## config.mk

```make
export PLATFORM = sky130hd
export DESIGN_NAME = multicycle_main_fsm_flat
export DESIGN_NICKNAME = d
export VERILOG_FILES = /design/src/rtl/multicycle_main_fsm_if.sv /design/src/rtl/multicycle_main_fsm.sv /design/src/flat_wrapper.sv
export SDC_FILE = /design/constraint.sdc
export NUM_CORES = 1
export LEC_CHECK = 0
export CORE_MARGIN = 3
export CORE_UTILIZATION = 30
export CTS_BUF_LIST = sky130_fd_sc_hd__clkbuf_8
export CTS_CLUSTER_DIAMETER = 150
export DETAILED_ROUTE_END_ITERATION = 16
export GPL_ROUTABILITY_DRIVEN = 1
export GPL_TIMING_DRIVEN = 0
export PLACE_DENSITY = 0.63
export SYNTH_ARGS = -nofsm -noshare
export SYNTH_HDL_FRONTEND = slang
export SYNTH_SLANG_ARGS = --single-unit
```

## constraint.sdc

```tcl
create_clock -name clk -period 3.6 [get_ports clk]
set_clock_uncertainty 0.1 [all_clocks]
set_input_delay 0.36 -clock clk [delete_from_list [all_inputs] [get_ports clk]]
set_output_delay 0.36 -clock clk [all_outputs]
set_load 0.005 [all_outputs]
```

## src/rtl/multicycle_main_fsm_if.sv

```systemverilog
// Memory handshake bundle between the multicycle control FSM and shared memory.
//   mem_req   : access request (FSM -> memory)
//   mem_write : write strobe, valid with mem_req (FSM -> memory)
//   adr_src   : address select, 0 = PC, 1 = ALUOut (FSM -> datapath mux)
//   mem_ready : memory completes the current access this cycle (memory -> FSM)
interface multicycle_main_fsm_if;
    logic mem_req;
    logic mem_write;
    logic adr_src;
    logic mem_ready;

    modport master (
        output mem_req,
        output mem_write,
        output adr_src,
        input  mem_ready
    );

    modport slave (
        input  mem_req,
        input  mem_write,
        input  adr_src,
        output mem_ready
    );
endinterface

```

## src/rtl/multicycle_main_fsm.sv

```systemverilog
// Control FSM for the multicycle RV32I datapath (lw, sw, R, I-ALU, beq, jal, lui).
// Sequences FETCH/DECODE/EXECUTE/WRITEBACK over shared memory with a ready
// handshake and a wait timeout; counts retired instructions, flags illegal
// opcodes and sticky memory-timeout faults.
// Optional: define MAIN_FSM_JALR_EN to add jalr (DECODE -> JALR -> JAL -> ALUWB).
// Ports:
//   clk, rst_n      : clock, synchronous active-low reset
//   mem             : memory handshake (mem_req, mem_write, adr_src, mem_ready)
//   opc, zero       : instruction opcode, ALU zero flag
//   ir_write, pc_write, reg_write : datapath strobes
//   result_src, alu_src_a, alu_src_b, alu_op, imm_src : datapath selects
//   illegal, fault  : unsupported-opcode pulse, sticky timeout fault
//   retired, state_o: retired-instruction count, current state for debug
module multicycle_main_fsm #(
    parameter int unsigned TIMEOUT_CYCLES = 255,
    parameter int unsigned CNT_W          = 32
) (
    input  logic                  clk,
    input  logic                  rst_n,
    multicycle_main_fsm_if.master mem,
    input  logic [6:0]            opc,
    input  logic                  zero,
    output logic                  ir_write,
    output logic                  pc_write,
    output logic                  reg_write,
    output logic [1:0]            result_src,
    output logic [1:0]            alu_src_a,
    output logic [1:0]            alu_src_b,
    output logic [1:0]            alu_op,
    output logic [2:0]            imm_src,
    output logic                  illegal,
    output logic                  fault,
    output logic [CNT_W-1:0]      retired,
    output logic [3:0]            state_o
);

    localparam int unsigned TO_W = (TIMEOUT_CYCLES > 1) ? $clog2(TIMEOUT_CYCLES) : 1;
    localparam logic [TO_W-1:0] TO_LAST =
        TO_W'((TIMEOUT_CYCLES == 0) ? 0 : TIMEOUT_CYCLES - 1);
    localparam bit TO_EN = (TIMEOUT_CYCLES != 0);

    localparam logic [3:0] S_FETCH   = 4'd0;
    localparam logic [3:0] S_DECODE  = 4'd1;
    localparam logic [3:0] S_MEMADR  = 4'd2;
    localparam logic [3:0] S_MEMRD   = 4'd3;
    localparam logic [3:0] S_MEMWB   = 4'd4;
    localparam logic [3:0] S_MEMWR   = 4'd5;
    localparam logic [3:0] S_EXECR   = 4'd6;
    localparam logic [3:0] S_EXECI   = 4'd7;
    localparam logic [3:0] S_ALUWB   = 4'd8;
    localparam logic [3:0] S_BEQ     = 4'd9;
    localparam logic [3:0] S_JAL     = 4'd10;
    localparam logic [3:0] S_LUI     = 4'd11;
    localparam logic [3:0] S_ILLEGAL = 4'd12;
    localparam logic [3:0] S_FAULT   = 4'd13;
`ifdef MAIN_FSM_JALR_EN
    localparam logic [3:0] S_JALR    = 4'd14;
    localparam logic [6:0] OP_JALR   = 7'b1100111;
`endif

    localparam logic [6:0] OP_LW  = 7'b0000011;
    localparam logic [6:0] OP_SW  = 7'b0100011;
    localparam logic [6:0] OP_R   = 7'b0110011;
    localparam logic [6:0] OP_I   = 7'b0010011;
    localparam logic [6:0] OP_BEQ = 7'b1100011;
    localparam logic [6:0] OP_JAL = 7'b1101111;
    localparam logic [6:0] OP_LUI = 7'b0110111;

    logic [3:0]       state_q, state_d;
    logic [TO_W-1:0]  to_cnt_q;
    logic [CNT_W-1:0] retired_q;
    logic             fault_q;

    logic mreq, mwr, irw, pc_upd, branch, rw, retire, wait_hit;

    // Last permitted wait cycle with no ready: abandon the access
    assign wait_hit = TO_EN && (to_cnt_q == TO_LAST) && !mem.mem_ready;

    // Next state and per-state outputs
    always_comb begin
        state_d     = state_q;
        mreq        = 1'b0;
        mwr         = 1'b0;
        irw         = 1'b0;
        pc_upd      = 1'b0;
        branch      = 1'b0;
        rw          = 1'b0;
        retire      = 1'b0;
        illegal     = 1'b0;
        mem.adr_src = 1'b0;
        result_src  = 2'b00;
        alu_src_a   = 2'b00;
        alu_src_b   = 2'b00;
        alu_op      = 2'b00;
        case (state_q)
            S_FETCH: begin
                mreq       = 1'b1;
                alu_src_b  = 2'b10;
                result_src = 2'b10;
                irw        = mem.mem_ready;
                pc_upd     = mem.mem_ready;
                if (mem.mem_ready)  state_d = S_DECODE;
                else if (wait_hit)  state_d = S_FAULT;
            end
            S_DECODE: begin
                alu_src_a = 2'b01;
                alu_src_b = 2'b01;
                case (opc)
                    OP_LW, OP_SW: state_d = S_MEMADR;
                    OP_R:         state_d = S_EXECR;
                    OP_I:         state_d = S_EXECI;
                    OP_BEQ:       state_d = S_BEQ;
                    OP_JAL:       state_d = S_JAL;
                    OP_LUI:       state_d = S_LUI;
`ifdef MAIN_FSM_JALR_EN
                    OP_JALR:      state_d = S_JALR;
`endif
                    default:      state_d = S_ILLEGAL;
                endcase
            end
            S_MEMADR: begin
                alu_src_a = 2'b10;
                alu_src_b = 2'b01;
                state_d   = (opc == OP_SW) ? S_MEMWR : S_MEMRD;
            end
            S_MEMRD: begin
                mreq        = 1'b1;
                mem.adr_src = 1'b1;
                if (mem.mem_ready)  state_d = S_MEMWB;
                else if (wait_hit)  state_d = S_FAULT;
            end
            S_MEMWB: begin
                result_src = 2'b01;
                rw         = 1'b1;
                retire     = 1'b1;
                state_d    = S_FETCH;
            end
            S_MEMWR: begin
                mreq        = 1'b1;
                mwr         = 1'b1;
                mem.adr_src = 1'b1;
                if (mem.mem_ready) begin
                    retire  = 1'b1;
                    state_d = S_FETCH;
                end else if (wait_hit) begin
                    state_d = S_FAULT;
                end
            end
            S_EXECR: begin
                alu_src_a = 2'b10;
                alu_op    = 2'b10;
                state_d   = S_ALUWB;
            end
            S_EXECI: begin
                alu_src_a = 2'b10;
                alu_src_b = 2'b01;
                alu_op    = 2'b10;
                state_d   = S_ALUWB;
            end
            S_ALUWB: begin
                rw      = 1'b1;
                retire  = 1'b1;
                state_d = S_FETCH;
            end
            S_BEQ: begin
                alu_src_a = 2'b10;
                alu_op    = 2'b01;
                branch    = 1'b1;
                retire    = 1'b1;
                state_d   = S_FETCH;
            end
            S_JAL: begin
                // PC takes the target held in ALUOut while the ALU forms OldPC+4
                alu_src_a = 2'b01;
                alu_src_b = 2'b10;
                pc_upd    = 1'b1;
                state_d   = S_ALUWB;
            end
            S_LUI: begin
                result_src = 2'b11;
                rw         = 1'b1;
                retire     = 1'b1;
                state_d    = S_FETCH;
            end
            S_ILLEGAL: begin
                illegal = 1'b1;
                state_d = S_FETCH;
            end
`ifdef MAIN_FSM_JALR_EN
            S_JALR: begin
                alu_src_a = 2'b10;
                alu_src_b = 2'b01;
                state_d   = S_JAL;
            end
`endif
            S_FAULT: state_d = S_FAULT;
            default: state_d = S_FETCH;
        endcase
    end

    // Immediate format straight from the opcode
    always_comb begin
        case (opc)
            OP_SW:   imm_src = 3'b001;
            OP_BEQ:  imm_src = 3'b010;
            OP_JAL:  imm_src = 3'b011;
            OP_LUI:  imm_src = 3'b100;
            default: imm_src = 3'b000;
        endcase
    end

    // State, timeout counter, retire counter and sticky fault
    always_ff @(posedge clk) begin
        if (!rst_n) begin
            state_q   <= S_FETCH;
            to_cnt_q  <= '0;
            retired_q <= '0;
            fault_q   <= 1'b0;
        end else begin
            state_q <= state_d;
            if (retire)
                retired_q <= retired_q + CNT_W'(1);
            if ((state_d != state_q) || mem.mem_ready || !mreq)
                to_cnt_q <= '0;
            else
                to_cnt_q <= to_cnt_q + TO_W'(1);
            if (state_d == S_FAULT)
                fault_q <= 1'b1;
        end
    end

    // Strobes are suppressed during the reset cycle so an abandoned access never writes
    assign mem.mem_req   = rst_n & mreq;
    assign mem.mem_write = rst_n & mwr;
    assign ir_write      = rst_n & irw;
    assign pc_write      = rst_n & (pc_upd | (branch & zero));
    assign reg_write     = rst_n & rw;

    assign fault   = fault_q;
    assign retired = retired_q;
    assign state_o = state_q;

endmodule

```

## src/flat_wrapper.sv

```systemverilog
// flat-port wrapper written by rule: the top's interface ports become plain ports
module multicycle_main_fsm_flat 
#(
    parameter int unsigned TIMEOUT_CYCLES = 255,
    parameter int unsigned CNT_W          = 32
)
  (clk, rst_n, opc, zero, ir_write, pc_write, reg_write, result_src, alu_src_a, alu_src_b, alu_op, imm_src, illegal, fault, retired, state_o, mem_mem_req, mem_mem_write, mem_adr_src, mem_mem_ready);
  multicycle_main_fsm_if mem_i ();
  input  logic clk;
  input  logic rst_n;
  input  logic [6:0] opc;
  input  logic zero;
  output logic ir_write;
  output logic pc_write;
  output logic reg_write;
  output logic [1:0] result_src;
  output logic [1:0] alu_src_a;
  output logic [1:0] alu_src_b;
  output logic [1:0] alu_op;
  output logic [2:0] imm_src;
  output logic illegal;
  output logic fault;
  output logic [CNT_W-1:0] retired;
  output logic [3:0] state_o;
  output wire logic [$bits(mem_i.mem_req)-1:0] mem_mem_req;
  output wire logic [$bits(mem_i.mem_write)-1:0] mem_mem_write;
  output wire logic [$bits(mem_i.adr_src)-1:0] mem_adr_src;
  input wire logic [$bits(mem_i.mem_ready)-1:0] mem_mem_ready;
  assign mem_mem_req = mem_i.mem_req;
  assign mem_mem_write = mem_i.mem_write;
  assign mem_adr_src = mem_i.adr_src;
  assign mem_i.mem_ready = mem_mem_ready;
  multicycle_main_fsm #(.TIMEOUT_CYCLES(TIMEOUT_CYCLES), .CNT_W(CNT_W)) u_core (.clk(clk), .rst_n(rst_n), .mem(mem_i), .opc(opc), .zero(zero), .ir_write(ir_write), .pc_write(pc_write), .reg_write(reg_write), .result_src(result_src), .alu_src_a(alu_src_a), .alu_src_b(alu_src_b), .alu_op(alu_op), .imm_src(imm_src), .illegal(illegal), .fault(fault), .retired(retired), .state_o(state_o));
endmodule
```

==> flow_summary.toml, run 1 <==
[status]
outcome = "finished clean"

[place]
finalWeightedCongestion = 0.8314
io_buffers = 63
place_area_um2 = 3876
place_ws_ns = 0.5230
post-dp-hpwl_mm = 6.206

[floorplanning]
chipHeight_um = 107.3
core_area_um2 = 9864
num_rows = 36
dieWidth_um = 107.3
start_util_pct = 31.22
die_area_um2 = 11520
pin_count = 66

[power_and_ir_drop]
internal_power_mw = 0.9109
seqPwrFrac_pct = 41.2
p_leak_nw = 1.286
combPwrFrac_pct = 21.7
power_mw = 1.254
power.share.clock_pct = 37.1
cellPowerDensity_nw_per_um2 = 312.5
vdd_drop_max_v = 0.0002272
netSwitchingFraction_pct = 27.39
switching_power_mw = 0.3436

[route]
wl_per_cell_um = 14.34
drt-total-wl_mm = 8.289
ant_nets = 0
drt_iter0_markers = 211
drt_pass1_iterations = 4
vias = 2963
route.detailed.drc = 0
vias_per_cell = 5.126

[timing]
setup-violations-final = 0
finalHoldWorstSlack_ns = 0.3897
finalMaxSlewViolations = 0
hold_violations = 0
finalWorstSetupSlack_ns = 0.5564
min_period_ns = 3.044
worst_pin_slew_ns = 0.8129
tns_ns = 0
timing.slew.headroom_pct = 45.81
max_freq_mhz = 328.6
fin_crit_sh_pct = 84.54
rsz0062_at_grt = "no"

[setup_path]
required_ns = 3.14
path_class = "in2out"
worstPathCellList = "clkdlybuf4s50_1 > clkbuf_1 > clkbuf_1 > nand2_1 > o21bai_1 > clkdlybuf4s50_1"
critical-path-top-delay-family = "buffers and inverters"
crit_buf_inv = 4
crit_arrival_ns = 2.58
rrSetupSlack_ns = 1.42
cp-end-kind = "output port"
crit-reg2reg-launch = "u_core.retired[4]$_SDFFE_PN0P_"
path_max_fanout = 10
cpPeakStageDelay_ns = 0.56
start_kind = "primary input"
r2r_end = "u_core.retired[24]$_SDFFE_PN0P_"
reg2reg_depth = 5
slowest_stage = "clkdlybuf4s50_1"

[synth]
synth_area_leader_cell = "dfxtp_1"
synth_commonest_cells = "57 x nand2_1, 45 x dfxtp_1, 31 x nand2b_1"
synth.yosys.seq_area_share_pct = 29.26
synth_area_leaders = "dfxtp_1 29%, mux2i_1 8.8%, nand2_1 6.9%, nand2b_1 6.3%, nor4_2 6.1%"
synthDistinctLibCells = 57
yosysTopAreaCellShare_pct = 29.26
synth.most_common_cell = "nand2_1"
synth-edff-count = 0
async_reset_ff_share_pct = 0
ys_seq_elements = 45
syn_nets = 388
syn_avg_cell_area_um2 = 8.233
syn_area_um2 = 3079
synth_ff_type = "dfxtp_1"
synthCells = 374
yosys_warnings = 0

[clocking]
cts_buffer_depth = 2
htreeDepth = 2
cts_resized = 0
cts-root-buf = "clkbuf_8"
clock_sink_count = 45
clk_pin_slew_ns = 0.08
numCtsBuffers = 5
clk_latency_ns = 0.30
cts_hold_buf = 0
postCtsSetupRepairBufs = 0
cts_tree = "done"

[cells_and_area]
diodes = 0
drive_above_1_share_pct = 13.03
stdcell_area_um2 = 4014
syn_to_final_growth_pct = 30.35
fillCellCount = 993
nNetsFinal = 458

[global_routing]
grt_max_degree = 16
overflow = 0
grt_pass1_vias = 2787
track_usage_pct = 14.35
grt_pass1_wl_mm = 13.60
antenna_found_initial = 0

[run]
max-cap-violations = 0

[worst_hold_path]
hold_start = "u_core.retired[26]$_SDFFE_PN0P_"
hold_path_depth = 2
hp-class = "reg2reg"
holdPathEnd = "u_core.retired[26]$_SDFFE_PN0P_"
[cells in the final DEF, fill, tap and decap left out, drive strengths merged, types with 7 or more instances in the layout]
cell type	count
nand2b	32
nor2	31
inv	7
clkdlybuf4s50	63
nand3	20
a21oi	11
buf	13
nand2	58
dfxtp	45
nor3	8
xor2	7
nor4	24
clkbuf	19
mux2i	27
nand4	10
o21ai	7
[kinds of logic after synthesis]
kind of cell / count (synthesis) / synth area share, %
fa+ha+maj: 3 / 1.219
xor+xnor: 11 / 3.373
compound gates: 36 / 8.087
buf+inv: 33 / 5.526
flops: 45 / 29.26
mux: 27 / 8.777
simple gates: 219 / 43.76
[cell type report]
| cell class | instances | area (um^2) | area share [%] |
|---|---|---|---|
| clock buffers | 5 | 68.82 | 1.714 |
| plain buffers | 27 | 147.6 | 3.678 |
| repair buffers | 63 | 630.6 | 15.71 |
| clock inverters | 3 | 68.82 | 1.714 |
| well taps | 133 | 166.4 | 4.146 |
| multi-input cells | 296 | 2008 | 50.03 |
| flip-flops and latches | 45 | 900.9 | 22.44 |
| inverters | 6 | 22.52 | 0.5611 |
[power by group through the flow]
stage	Combinational, mW	Clock, mW	Sequential, mW
after floorplan	0.168	0	0.528
after global placement	0.269	0	0.528
after detailed placement	0.272	0	0.529
after CTS	0.273	0.478	0.517
after global routing	0.299	0.496	0.519
final	0.272	0.465	0.517
[layer usage]
| layer | global-route usage [%] | part of all wire [%] | vias to the layer above |
|---|---|---|---|
| met5 | 0 | 0 | - |
| met4 | 4.384 | 1.2 | 0 |
| met3 | 3.299 | 5.2 | 9 |
| met2 | 23.24 | 48 | 68 |
| met1 | 18.96 | 45 | 1416 |
| li1 | - | - | 1470 |
[per-stage QoR]
step / instances / utilization (%)
2_1_floorplan: 374 / -
3_3_place_gp: 570 / 39.29
6_report: 578 / 40.69
3_5_place_dp: 570 / 39.29
5_1_grt: 578 / 40.69
4_1_cts: 578 / 40.69
[registers in the layout, summed over array words and instances (netlist names)]
register / flops
u_core.retired: 32
u_core.fault: 1
u_core.state_o: 4
u_core.to_cnt_q: 8
[worst reg2reg max path: cells and delay by family (launching register included)]
| kind | cells | cell delay [ns] |
|---|---|---|
| muxes | 1 | 0.20 |
| and+or+nand+nor | 4 | 1.34 |
| DFF | 1 | 0.48 |
[worst max-delay path by stage]
stage	depth (start not counted)	slack (ns)	startpoint	to
after global placement	6	0.53	rst_n	pc_write
final	6	0.56	rst_n	pc_write
after floorplan	5	1.79	u_core.state_o[3]$_SDFF_PN0_	reg_write
after global routing	6	0.41	rst_n	pc_write
after detailed placement	6	0.52	rst_n	pc_write
after CTS	6	0.53	rst_n	pc_write
No activity file was read; power rests on OpenSTA's default activity.
==> run 2: changes to the inputs <==
PLACE_DENSITY = 0.65   (was 0.63)
clock period = 2.8 ns   (was 3.6 ns; I/O delays follow)
==> run 2 against run 1 <==
  * First-iteration DRC count decreased by 49%
  * Highest routed layer unchanged
  * Largest cell class unchanged
  * Largest power group unchanged
  * Via count decreased by 2.2%
  * Cell count decreased by 0.17%
  * Register-to-register slack got worse by 0.75 ns
  * Die area unchanged
  * Critical path depth decreased by 1
  * Power increased by 12%
  * Combinational power increased by 27%
  * Sequential share of layout area increased by 0.31 points
==> flow_summary.toml, run 2 (synthesized netlist as in run 1, its figures left out) <==
[status]
outcome = "finished clean"

[place]
placed_cells = 570
post-dp-hpwl_mm = 6.135
finalWeightedCongestion = 0.8840
io_buffers = 63
place_ws_ns = -0.1009

[cells_and_area]
diodes = 0
drive_above_1_share_pct = 13.06
layout.cells.non_filler = 577
final_cell_mix = "63 x clkdlybuf4s50_1, 57 x nand2_1, 45 x dfxtp_1, 31 x nand2b_1, 27 x mux2i_1"
nNetsFinal = 457
largest_register_ffs = 32
layout_commonest_cell = "clkdlybuf4s50_1"
fillCellCount = 997
syn_to_final_growth_pct = 28.57

[setup_path]
path_class = "in2out"
worstPathCellList = "clkdlybuf4s50_1 > clkbuf_1 > and4_1 > o21bai_1 > clkdlybuf4s50_1"
crit-reg2reg-launch = "u_core.retired[4]$_SDFFE_PN0P_"
crit_arrival_ns = 2.24
path_max_fanout = 10
slowest_stage = "clkdlybuf4s50_1"
path_common_cell = "clkdlybuf4s50_1"
cp-endpoint = "pc_write"
required_ns = 2.42
crit_path_start = "rst_n"
cp-end-kind = "output port"
reg2reg_depth = 5
cpPeakStageDelay_ns = 0.58
r2r_end = "u_core.retired[18]$_SDFFE_PN0P_"
start_kind = "primary input"
rrSetupSlack_ns = 0.67

[timing]
max_freq_mhz = 381.9
hold_violations = 0
worst_pin_slew_ns = 0.7456
setup-violations-final = 0
finalHoldWorstSlack_ns = 0.3930
finalWorstSetupSlack_ns = 0.1813
rsz0062_at_grt = "no"
tns_ns = 0
min_period_ns = 2.619
fin_crit_sh_pct = 93.52
finalMaxSlewViolations = 0
timing.slew.headroom_pct = 50.29

[route]
ant_nets = 0
drt_iter0_markers = 108
drt-total-wl_mm = 8.030
wl_per_cell_um = 13.92
vias = 2898
route.detailed.drc = 0
vias_per_cell = 5.023
drt_pass1_iterations = 4

[clocking]
clk_latency_ns = 0.30
numCtsBuffers = 5
clk_pin_slew_ns = 0.08
clock_sink_count = 45
cts_resized = 2
cts_hold_buf = 0
postCtsSetupRepairBufs = 0
cts_tree = "done"
cts_buffer_depth = 2
cts-root-buf = "clkbuf_8"
htreeDepth = 2

[global_routing]
overflow = 0
grt_pass1_wl_mm = 13.21
grt_pass1_vias = 2749
track_usage_pct = 13.96
antenna_found_initial = 0
grt_max_degree = 14

[floorplanning]
chipHeight_um = 107.3
core_area_um2 = 9864
dieWidth_um = 107.3
pin_count = 66
num_rows = 36
die_area_um2 = 11520
start_util_pct = 31.22

[power_and_ir_drop]
cellPowerDensity_nw_per_um2 = 353.9
p_leak_nw = 1.268
vdd_drop_max_v = 0.0001929

[run]
max-cap-violations = 0

[worst_hold_path]
hp-class = "reg2reg"
run 2: changes by cell type in the layout (fill, tap and decap cells not counted):
cell,delta
clkbuf_1,-3
bufinv_16,-2
clkbuf_2,+2
inv_1,+2
clkinvlp_4,+1
inv_6,-1
run 2: worst min-delay path by stage:
stage                                           end  cells after the start                             from
floorplan             u_core.to_cnt_q[0]$_SDFF_PP0_                      1    u_core.to_cnt_q[0]$_SDFF_PP0_
global placement      u_core.to_cnt_q[0]$_SDFF_PP0_                      1    u_core.to_cnt_q[0]$_SDFF_PP0_
detailed placement    u_core.to_cnt_q[0]$_SDFF_PP0_                      1    u_core.to_cnt_q[0]$_SDFF_PP0_
CTS                 u_core.retired[26]$_SDFFE_PN0P_                      2  u_core.retired[26]$_SDFFE_PN0P_
global route              u_core.fault$_SDFFE_PN0N_                      2        u_core.fault$_SDFFE_PN0N_
finish              u_core.retired[26]$_SDFFE_PN0P_                      2  u_core.retired[26]$_SDFFE_PN0P_
run 2: per-stage QoR:
stage / utilization [%] / area [um^2] / total power, mW
6_report: 40.13 / 3959 / 1.401
3_3_place_gp: 39.29 / 3876 / 1.024
5_1_grt: 40.13 / 3959 / 1.483
2_1_floorplan: - / 3079 / 0.8939
3_5_place_dp: 39.29 / 3876 / 1.028
4_1_cts: 40.17 / 3963 / 1.417
run 2: critical path, delay by kind of cell:
kind	cells	cell delay, ns
compound gates	1	0.11
buf+inv	3	1.55
simple gates	1	0.30
run 2: routing by layer:
metal / part of all wire (%) / wire length (um) / GRT usage [%] / vias up
met5: 0 / 0 / 0 / -
met4: 0.78 / 63 / 2.922 / 0
met3: 3.8 / 306 / 2.699 / 4
met2: 49 / 3925 / 23.91 / 41
met1: 47 / 3734 / 18.23 / 1386
li1: - / - / - / 1467
run 2: power by group:
group | total (mW) | switching [mW] | internal, mW | leakage (nW)
sequential | 0.666 | 0.0142 | 0.651 | 0.363
clock | 0.390 | 0.220 | 0.170 | 0.0467
combinational | 0.346 | 0.186 | 0.160 | 0.858
total | 1.40 | 0.420 | 0.981 | 1.27
run 2: cell type report:
cell class	instances	area [um^2]	area share, %
Buffer	26	146.4	3.698
Clock buffer	5	68.82	1.738
Clock inverter	3	15.01	0.3793
Inverter	6	22.52	0.5689
Multi-Input combinational cell	296	2008	50.73
Sequential cell	45	900.9	22.76
Tap cell	133	166.4	4.204
Timing Repair Buffer	63	630.6	15.93
